## config.mk

```make
export PLATFORM = sky130hd
export DESIGN_NAME = serial_paralelo_active
export DESIGN_NICKNAME = d
export VERILOG_FILES = /design/src/rtl/serial_paralelo_active.sv
export SDC_FILE = /design/constraint.sdc
export NUM_CORES = 1
export LEC_CHECK = 0
export ABC_AREA = 1
export CAP_MARGIN = 20
export CORE_UTILIZATION = 53
export DETAILED_ROUTE_END_ITERATION = 8
export PLACE_DENSITY = 0.88
export SLEW_MARGIN = 20
export SYNTH_ARGS = -nofsm -noshare
export SYNTH_HDL_FRONTEND = slang
export SYNTH_SLANG_ARGS = --single-unit
```

## constraint.sdc

```tcl
create_clock -name clk_32f -period 1.7 [get_ports clk_32f]
set_input_delay 0.255 -clock clk_32f [delete_from_list [all_inputs] [get_ports clk_32f]]
set_output_delay 0.255 -clock clk_32f [all_outputs]
set_load 0.01 [all_outputs]
```

## src/rtl/serial_paralelo_active.sv

```systemverilog
// Receive-side serial-to-parallel converter with 0xBC comma alignment.
// Hunts for the comma, locks after BC_NEEDED consecutive aligned commas, then delivers payload bytes.
module serial_paralelo_active #(
  parameter logic [7:0]  COMMA     = 8'hBC,
  parameter int unsigned BC_NEEDED = 4
) (
  input  logic       clk_32f,
  input  logic       reset_L,
  input  logic       data_in,
  output logic [7:0] data_out,
  output logic       valid_out,
  output logic       active,
  output logic       byte_strobe
);

  typedef enum logic [1:0] {
    ST_HUNT,
    ST_ALIGNED,
    ST_ACTIVE
  } state_t;

  localparam logic [3:0] BC_TARGET = 4'(BC_NEEDED);

  state_t     state_q, state_d;
  logic [7:0] sr_q, sr_d;
  logic [2:0] bit_cnt_q, bit_cnt_d;
  logic [3:0] bc_cnt_q, bc_cnt_d;
  logic [7:0] data_q, data_d;
  logic       valid_q, valid_d;
  logic       strobe_q, strobe_d;

  logic [7:0] nsr;
  logic       byte_done;
  logic       is_comma;
  logic [3:0] bc_inc;

  assign nsr       = {sr_q[6:0], data_in};
  assign byte_done = (bit_cnt_q == 3'd7);
  assign is_comma  = (nsr == COMMA);
  assign bc_inc    = bc_cnt_q + 4'd1;

  // NOTE: every signal driven here gets a default first so no path leaves it unassigned (no latches).
  always_comb begin
    state_d   = state_q;
    sr_d      = nsr;
    bit_cnt_d = bit_cnt_q + 3'd1;
    bc_cnt_d  = bc_cnt_q;
    data_d    = data_q;
    valid_d   = valid_q;
    strobe_d  = 1'b0;

    case (state_q)
      ST_HUNT: begin
        // Sliding compare; a match marks the end of a byte, so the next bit starts a new one.
        bit_cnt_d = 3'd0;
        if (is_comma) begin
          state_d  = ST_ALIGNED;
          bc_cnt_d = 4'd1;
        end
      end

      ST_ALIGNED: begin
        if (byte_done) begin
          if (is_comma) begin
            bc_cnt_d = bc_inc;
            if (bc_inc == BC_TARGET) state_d = ST_ACTIVE;
          end else begin
            state_d  = ST_HUNT;
            bc_cnt_d = 4'd0;
          end
        end
      end

      ST_ACTIVE: begin
        if (byte_done) begin
          strobe_d = 1'b1;
          // Commas are idles: drop valid but keep the last payload byte on data_out.
          if (is_comma) begin
            valid_d = 1'b0;
          end else begin
            data_d  = nsr;
            valid_d = 1'b1;
          end
        end
      end

      default: state_d = ST_HUNT;
    endcase
  end

  // NOTE: sequential state uses non-blocking assignments so all flops update together on the edge.
  always_ff @(posedge clk_32f or negedge reset_L) begin
    if (!reset_L) begin
      state_q   <= ST_HUNT;
      sr_q      <= 8'h00;
      bit_cnt_q <= 3'd0;
      bc_cnt_q  <= 4'd0;
      data_q    <= 8'h00;
      valid_q   <= 1'b0;
      strobe_q  <= 1'b0;
    end else begin
      state_q   <= state_d;
      sr_q      <= sr_d;
      bit_cnt_q <= bit_cnt_d;
      bc_cnt_q  <= bc_cnt_d;
      data_q    <= data_d;
      valid_q   <= valid_d;
      strobe_q  <= strobe_d;
    end
  end

  assign data_out    = data_q;
  assign valid_out   = valid_q;
  assign byte_strobe = strobe_q;
  // ACTIVE is only left through reset, so the state register itself provides the sticky flag.
  assign active      = (state_q == ST_ACTIVE);

endmodule

```

==> reports/results.tsv <==
stage	metric	value	unit
setup_path	regToRegSetupSlack	0.23	ns
grt	antenna_found_initial	0	
grt	grt_pass1_wl	3229	um
setup_path	arrival	1.25	ns
timing	layout_setup_ws	0.1974	ns
finish	fill_cells	160	
synthesis	netlist_instances	120	
setup_path	cp-end-kind	output port	
timing	grt_setup_unrepaired	no	
power	power_switching	213.9	uW
clock_tree	clkLatencyLatePin	0.32	ns
routing	wirelength	1898	um
setup_path	cp_max_fo	2	
clock_tree	cts_tree	yes	
synthesis	synthSimpleGateAreaFrac	26.62	%
place	hpwlAfterDp	1457	um
setup_path	cp.depth	1	
finish	utilization	66.63	%
synthesis	synth_compound_area_share	5.148	%
power	powerDensity	758.3	nW/um2
place	io_buffers	13	
timing	slew_violations	0	
timing	slew_headroom	68.13	%
finish	nNetsFinal	145	
floorplanning	die_w	48.43	um
flow_run	maxCapViolCount	0	
routing	routed_via_density	4.909	
power	pwr-share-seq	64.1	%
setup_path	r2r_end	bc_cnt_q[0]	
clock_tree	postCtsSetupRepairBufs	0	
setup_path	r2r-start	bit_cnt_q[0]	
finish	register_area	650.6	um2
routing	post_drt_wl_per_cell	11.57	um
clock_tree	cts-buffers-inserted	3	
floorplanning	fp.coreArea	2002	um2
synthesis	yosysSeqAreaShare	56.96	%
setup_path	slowest_stage	clkdlybuf4s50_1	
clock_tree	root_buffer	clkbuf_4	
min_path	hp-class	in -> async	
timing	fmaxAchievable	0.6655	GHz
power	ir_drop	688.8	uV
routing	dr.pass1.iters	4	
power	power.leakage	0.6461	nW
floorplanning	io_pins	14	
setup_path	startpoint_type	register	
synthesis	yosys_warnings	0	
finish	n_antenna_cell	0	
timing	worst_pin_slew	0.4763	ns
clock_tree	cts_hold_buf	0	
setup_path	rr_worst_depth	9	
timing	finalCritPeriodShare	88.39	%
synthesis	synth_adder_area_share	4.381	%
synthesis	synth_cell_types	19	
setup_path	worstPathCellList	clkdlybuf4s50_1	
grt	grt_max_degree	27	
timing	post-route-min-period	1.503	ns
floorplanning	rows	16	
setup_path	cpPeakStageDelay	0.55	ns
power	p_int	797.5	uW
synthesis	synth.ff_latch_count	26	
synthesis	syn_area	1142	um2
synthesis	synthMuxAreaShare	0	%
power	power_switching_share	21.15	%
clock_tree	htreeDepth	1	
grt	grt_overflow_total	0	
outcome	outcome	finished, final reports clean	
timing	finClkSkew	0.002628	ns
floorplanning	die_h	48.43	um
finish	multi_input_area	412.9	um2
floorplanning	fp.dieArea	2345	um2
power	clkPwrFrac	29.8	%
setup_path	cp_data_required_time	1.44	ns
clock_tree	cts_buffer_depth	2	
place	dp.cells	160	
routing	drt_iter0_drc	12	
setup_path	crit_family	buffers and inverters	
timing	setup_viol	0	
place	pre_cts_ws	-0.01678	ns
finish	fin_cells	164	
finish	area_growth_syn_to_layout	16.76	%
timing	hold_viol_final	0	
routing	routed-via-count	805	
place	gp_congestion	0.7211	
setup_path	critPathKind	reg -> out	
finish	drive_gt1_share	13.87	%
synthesis	synth_top_family_by_area	simple AND/OR/NAND/NOR gates	
routing	ant_nets	0	
floorplanning	initial_core_util	57.06	%
synthesis	synth-xor-area-share	0	%
grt	grt_pass1_vias	804	
clock_tree	cts.sinks	26	
synthesis	syn_area_per_cell	9.520	um2
clock_tree	path_clk_slew	0.13	ns
setup_path	crit_buf_inv	1	
synthesis	synth_nets	127	
routing	drc	0	
power	power_frac_comb	6.1	%
grt	grtUsageTotal	17.81	%
-- metal layers --
layer  track usage (%)  share of wire (%)  vias to the layer above  wire length, um
met3             1.887                2.7                        2               51
met5                 0                  0                        -                0
met2             34.74                 53                       14             1010
li1                  -                  -                      403                -
met4             5.882                1.3                        0               25
met1             20.00                 43                      386              811
-- power by group through the flow --
stage               registers [mW]  clock network (mW)  logic (mW)
global route                 0.650               0.333      0.0685
finish                       0.648               0.301      0.0616
CTS                          0.648               0.310      0.0636
global placement             0.659                   0      0.0612
detailed placement           0.660                   0      0.0633
floorplan                    0.663                   0      0.0155
-- repair_timing --
| item | CTS | global route |
|---|---|---|
| resized for setup | 1 | 0 |
| setup endpoints to repair | 1 | 0 |
| endpoints found under the hold margin | 0 | 0 |
-- kinds of logic after synthesis --
kind of cell | count (synthesis)
AO/OA/AOI/OAI | 8
adder cells (fa/ha/maj) | 4
buffers and inverters | 17
flip-flops | 26
AND/OR/NAND/NOR | 65
-- registers in the layout (all words and copies together), names as in the netlist --
signal	count
data_out	8
sr_q	7
bc_cnt_q	4
bit_cnt_q	3
state_q	2
byte_strobe	1
valid_out	1
-- worst max path at each step --
stage,start,end,slack [ns]
final,data_out[4],data_out[4],0.20
after global routing,bit_cnt_q[0],bc_cnt_q[3],0.11
after CTS,state_q[0],active,0.19
after detailed placement,data_in,bc_cnt_q[0],-0.02
after global placement,data_in,state_q[1],0.07
after floorplan,bit_cnt_q[0],bc_cnt_q[2],0.42
-- cell usage in the layout (no fill, tap or decap), types with 2 or more instances in the layout --
cell type and n:
o21ai_2 3, inv_1 14, ha_1 4, buf_4 2, nand2_1 39, o21ai_0 3
nand3_1 9, clkbuf_4 3, dfrtp_1 26, a21oi_2 2, clkdlybuf4s50_1 12, nor2_1 7
nand2_2 3
-- cell type report --
class | instances | share of cell area (%)
clock buffers | 4 | 2.720
inverters | 15 | 4.221
multi-input cells | 77 | 30.96
flip-flops and latches | 26 | 48.78
well taps | 27 | 2.533
repair buffers | 15 | 10.79
-- cell usage after synthesis (all sizes together) --
master  count  share of area (%)
nand2      43                 15
dfrtp      26                 57
inv        15                4.9
nor2       10                5.6
nand3       9                3.9
o21ai       6                3.6
ha          4                4.4
a21oi       2                1.5
buf         2                2.0
nand3b      1               0.66
nand4       1               0.55
nor3        1               0.44
-- stage by stage --
step                hold slack, ns  total power [mW]  cell area, um2  setup TNS (ns)
finish                      0.2907             1.011            1334               0
global route                0.3102             1.052            1334               0
CTS                         0.3027             1.022            1334               0
detailed placement          0.3668            0.7231            1299        -0.05007
global placement            0.3749            0.7204            1299               0
floorplan                 -0.04059            0.6789            1142               0
Note: power is estimated with default switching activity, not from simulation.
==> RTL edit 1, RTL diff (same flow settings) <==
Remove the register `strobe_q`: a continuous assignment takes its place, so the output `byte_strobe` follows one clock earlier.
--- a/src/rtl/serial_paralelo_active.sv
+++ b/src/rtl/serial_paralelo_active.sv
@@ -97,7 +97,6 @@
       bc_cnt_q  <= 4'd0;
       data_q    <= 8'h00;
       valid_q   <= 1'b0;
-      strobe_q  <= 1'b0;
     end else begin
       state_q   <= state_d;
       sr_q      <= sr_d;
@@ -105,9 +104,10 @@
       bc_cnt_q  <= bc_cnt_d;
       data_q    <= data_d;
       valid_q   <= valid_d;
-      strobe_q  <= strobe_d;
     end
   end
+
+  assign strobe_q = strobe_d;
 
   assign data_out    = data_q;
   assign valid_out   = valid_q;
Function: same outputs for any inputs over 10 cycles, from zero or initial values and one cycle with reset_L low; that may be too few to reach the edited logic, so the function may still have changed.
==> RTL edit 1 against the original RTL <==
  * Via count up 6.1%
  * Routed wire length up 19%
  * Synthesized area down 2.2%
  * Sequential cell count down 1
  * Largest cell class unchanged
  * Setup slack worse by 0.13 ns
  * Sequential power down 3.4%
  * Die area down 2.1%
  * Power down 4.3%
  * Final area up 0.28%
==> RTL edit 1: results (changes against the original RTL) <==
| Metric | Value |
|---|---|
| Initial antenna violation count | 0 (unchanged) |
| H-tree levels | 1 (unchanged) |
| Filler cells | 164 (+2.5%) |
| Arrival time worst endpoint | 1.38 ns (+0.13 ns) |
| CTS root buf | clkbuf_4 |
| Syn_nets | 126 (-0.79%) |
| Area post-placement | 0.001289 sq mm (-0.77%) |
| Num CTS Buffers | 3 (unchanged) |
| Total number of vias | 854 (+6.1%) |
| Yosys cell types | 19 (unchanged) |
| Clk_lat worst skew | 0.34 ns (+0.02 ns) |
| Largest net degree at the start of global routing | 26 (-3.7%) |
| Skew final | 0.002537 ns (-0.00009118 ns) |
| Placer Congestion | 0.7332 (+1.7%) |
| Layout cells sized above 1 | 18.57% (+4.7 points) |
| LEAKAGE | 0.6452 nW (-0.14%) |
| CTS Buffer Depth | 2 (unchanged) |
| Ys async rst share | 100.0% (unchanged) |
| Register area share after synthesis | 55.99% (-0.96 points) |
| Status | finished, final reports clean |
| Total Wirelength | 2.254 mm (+19%) |
| Final setup TNS | 0 ns (unchanged) |
| Placed cells | 161 (+0.63%) |
| Total track usage | 22.01% (+4.2 points) |
| Placement Setup Slack | 0.04101 ns (+0.05779 ns) |
| HP Class | in -> async |
| Detailed-placement wirelength estimate | 1.558 mm (+7.0%) |
| Max reg flops | 8 (unchanged) |
| Antenna Cells | 0 (unchanged) |
| Iteration-0 DRC Markers | 16 (+4) |
| Syn Area/Cell | 9.389 sq um (-1.4%) |
| Synth top area cells | dfrtp_1 56%, nand2_1 13%, inv_1 4.7% |
| Nets | 148 (+2.1%) |
| First-pass iteration count of the detailed router | 6 (+2) |
| Non-Filler Instances | 167 (+1.8%) |
| Worst-margin pin slew | 0.5798 ns (+0.1035 ns) |
| Global-route wire length before repair | 3.374 mm (+4.5%) |
| VDD IR max | 0.0006744 V (-2.1%) |
| Vias in the first global route | 779 (-3.1%) |
| Max FO, Critical Path | 2 (unchanged) |
| Synth cell count leaders | 39 x nand2_1, 25 x dfrtp_1, 14 x inv_1 |
[RTL edit 1: cell types whose count changed in the layout (fill, tap and decap cells not counted), sizes merged]
| cell | change |
|---|---|
| clkdlybuf4s50 | -1 |
| dfrtp | -1 |
| clkbuf | -1 |
| clkinvlp | +1 |
| buf | +5 |
[RTL edit 1: cells by family after synthesis]
logic type | count (synthesis) | share of synthesized area (%)
DFF | 25 | 55.99
and+or+nand+nor | 65 | 27.21
buffers and inverters | 17 | 7.054
AOI/OAI and AO/OA | 8 | 5.263
adders and majority gates | 4 | 4.479
[RTL edit 1: worst paths after layout]
kind / startpoint / end / slack, ns / depth (start not counted)
hold reg to reg: sr_q[0]$_DFF_PN0_ / sr_q[1]$_DFF_PN0_ / 0.40 / 0
max in group asynchronous: reset_L / data_out[1]$_DFFE_PN0P_ / 1.20 / 2
setup / recovery: bit_cnt_q[0]$_DFF_PN0_ / byte_strobe / 0.07 / 5
hold / removal: reset_L / sr_q[3]$_DFF_PN0_ / 0.27 / 2
setup reg to reg: bit_cnt_q[0]$_DFF_PN0_ / bc_cnt_q[1]$_DFFE_PN0P_ / 0.13 / 10
min in group clk_32f: data_in / sr_q[0]$_DFF_PN0_ / 0.38 / 1
[RTL edit 1: timing repair]
action	4_1_cts	5_1_grt
endpoints found under the setup margin	2	4
gates resized for setup	6	2
setup buffers	2	0
[RTL edit 1: final cells by class]
class                           count  area [sq um]  area share [%]
Sequential cell                    25         625.6           46.77
Multi-Input combinational cell     77         422.9           31.62
Timing Repair Buffer               19         168.9           12.63
Inverter                           15         56.30           4.210
Tap cell                           27         33.78           2.526
Clock buffer                        3         22.52           1.684
Clock inverter                      1         7.507          0.5613
[RTL edit 1: critical path: stages (launching register included)]
cell and delay, ns:
dfrtp_1 0.41, ha_1 0.20, ha_2 0.18, inv_2 0.08, nor2_4 0.05, buf_2 0.13
[RTL edit 1: metrics by stage]
step	hold WS (ns)	total power [mW]	utilization (%)
2_1_floorplan	-0.04059	0.6546	-
3_3_place_gp	0.3662	0.6958	65.69
3_5_place_dp	0.3685	0.6985	65.69
4_1_cts	0.2721	0.9676	67.67
5_1_grt	0.2866	0.9961	68.18
6_report	0.2660	0.9678	68.18
[RTL edit 1: power by group]
group          internal, mW  switching [mW]
registers             0.613          0.0123
logic                0.0296          0.0320
clock network        0.0905           0.190
total                 0.733           0.234
[RTL edit 1: routing by layer]
layer	GRT usage [%]	wire length (um)	up-vias
met1	27.70	927	411
met5	0	0	-
met2	34.59	1166	27
met3	5.660	114	5
met4	12.22	45	0
li1	-	-	411
==> RTL edit 2, RTL diff (same flow settings) <==
Without the edit above. `COMMA`: 8'hBC -> 8'h8D.
--- a/src/rtl/serial_paralelo_active.sv
+++ b/src/rtl/serial_paralelo_active.sv
@@ -1,7 +1,7 @@
 // Receive-side serial-to-parallel converter with 0xBC comma alignment.
 // Hunts for the comma, locks after BC_NEEDED consecutive aligned commas, then delivers payload bytes.
 module serial_paralelo_active #(
-  parameter logic [7:0]  COMMA     = 8'hBC,
+  parameter logic [7:0]  COMMA     = 8'h8D,
   parameter int unsigned BC_NEEDED = 4
 ) (
   input  logic       clk_32f,
Check against the original RTL: same outputs for any inputs over 10 cycles, from zero or initial values and one cycle with reset_L low; that may be too few to reach the edited logic, so the function may still have changed.
==> RTL edit 2 against the original RTL <==
  * Power decreased by 5.5%
  * Setup slack improved by 0.019 ns
  * Synthesized area decreased by 0.11%
  * Routed wire length decreased by 2.4%
  * Final area decreased by 0.28%
  * Clock power decreased by 18%
  * Worst hold slack improved by 0.011 ns
  * Sequential cell count unchanged
  * Critical path depth increased by 3
  * Highest routed layer unchanged
==> RTL edit 2: results (changes against the original RTL) <==
| Metric | Value |
|---|---|
| Status | finished, final reports clean |
| Largest net degree at the start of global routing | 27 (unchanged) |
| Syn_nets | 126 (-0.79%) |
| LEAKAGE | 0.6297 nW (-2.5%) |
| Hold WS | 0.3014 ns (+0.01066 ns) |
| Vias per cell | 5.018 (+2.2%) |
| Cells after synthesis | 119 (-0.83%) |
| Clk_lat worst skew | 0.30 ns (-0.02 ns) |
| Final hold vios | 0 (unchanged) |
| Final Max Slew Viols | 0 (unchanged) |
| H-tree levels | 1 (unchanged) |
| WL/cell | 11.37 um (-1.8%) |
| Antenna Cells | 0 (unchanged) |
| Yosys cell types | 20 (+1) |
| Port bufs | 13 (unchanged) |
| Placer Congestion | 0.8623 (+20%) |
| VDD IR max | 0.0004076 V (-41%) |
| Non-Filler Instances | 163 (-0.61%) |
| Detailed-placement wirelength estimate | 1.407 mm (-3.5%) |
| Layout cells sized above 1 | 15.44% (+1.6 points) |
| Vias in the first global route | 837 (+4.1%) |
| Synth top area cells | dfrtp_1 57%, nand2_1 13%, inv_1 4.6% |
| Critical Path Max Stage Delay | 0.41 ns (-0.14 ns) |
| Synth cell count leaders | 38 x nand2_1, 26 x dfrtp_1, 14 x inv_1 |
| Skew final | 0.001117 ns (-0.001511 ns) |
| Slowest cell on the critical path | dfrtp_1 |
| Placement Setup Slack | 0.07472 ns (+0.09150 ns) |
| Max FO, Critical Path | 5 (+3) |
| Nets | 145 (unchanged) |
| CTS Buffer Depth | 2 (unchanged) |
| Mux cell area share after synthesis | 0% (unchanged) |
| Total track usage | 18.40% (+0.59 points) |
| Arrival time worst endpoint | 1.23 ns (-0.02 ns) |
| Synth Area in Compound Gates | 6.579% (+1.4 points) |
| Global-route wire length before repair | 3.318 mm (+2.8%) |
| Worst R2R Path Depth | 8 (-1) |
| Worst reg2reg setup slack | 0.27 ns (+0.04 ns) |
| Iteration-0 DRC Markers | 12 (unchanged) |
| HP Class | in -> async |
| Num CTS Buffers | 3 (unchanged) |
| Synth Warn # | 0 (unchanged) |
| R2R Path End | bc_cnt_q[3]$_DFFE_PN0P_ |
| Register area share after synthesis | 57.02% (+0.062 points) |
| Worst-margin pin slew | 0.5609 ns (+0.08454 ns) |
| Area post-placement | 0.001301 sq mm (+0.19%) |
| Adder-Cell Fraction of Synth Area | 4.386% (+0.0048 points) |
| Filler cells | 164 (+2.5%) |
==> RTL edit 2: how the worst max path moves through the flow <==
stage	from	end	slack, ns	cells after the start
after floorplan	bit_cnt_q[0]$_DFF_PN0_	bc_cnt_q[3]$_DFFE_PN0P_	0.40	8
after global placement	data_in	bc_cnt_q[3]$_DFFE_PN0P_	0.15	8
after detailed placement	data_in	bc_cnt_q[0]$_DFFE_PN0P_	0.07	8
after CTS	data_out[3]$_DFFE_PN0P_	data_out[3]	0.22	1
after global routing	state_q[0]$_DFFE_PN0P_	active	0.15	4
final	state_q[0]$_DFFE_PN0P_	active	0.22	4
==> RTL edit 2: report_power, final <==
part / internal (mW) / switching (mW) / leakage, nW
combinational: 0.0301 / 0.0328 / 0.307
clock: 0.0827 / 0.163 / 0.0138
sequential: 0.637 / 0.0106 / 0.309
total: 0.750 / 0.206 / 0.630
==> RTL edit 2: metal layers <==
| layer | vias to the layer above | GRT usage (%) | part of all wire, % |
|---|---|---|---|
| met5 | - | 0 | 0 |
| met4 | 0 | 9.314 | 0.81 |
| met3 | 2 | 4.403 | 2.5 |
| met2 | 16 | 31.69 | 54 |
| met1 | 399 | 21.40 | 43 |
| li1 | 401 | - | - |
==> RTL edit 2: critical path, delay by kind of cell, from the launching register on <==
family	cells	cell delay, ns
and+or+nand+nor	1	0.10
buffers and inverters	3	0.42
DFF	1	0.41
==> RTL edit 2: cell type report <==
class	count	area, sq um	share of cell area [%]
sequential	26	650.6	48.92
multi-input combinational	76	419.2	31.51
timing repair buffer	15	143.9	10.82
inverter	16	60.06	4.516
tap	27	33.78	2.540
clock buffer	3	22.52	1.693
==> RTL edit 2: repair_timing <==
action / CTS / global route
gates resized for setup: 1 / 0
setup endpoints to repair: 1 / 0
setup buffers: 1 / 0
hold buffers: 0 / 0
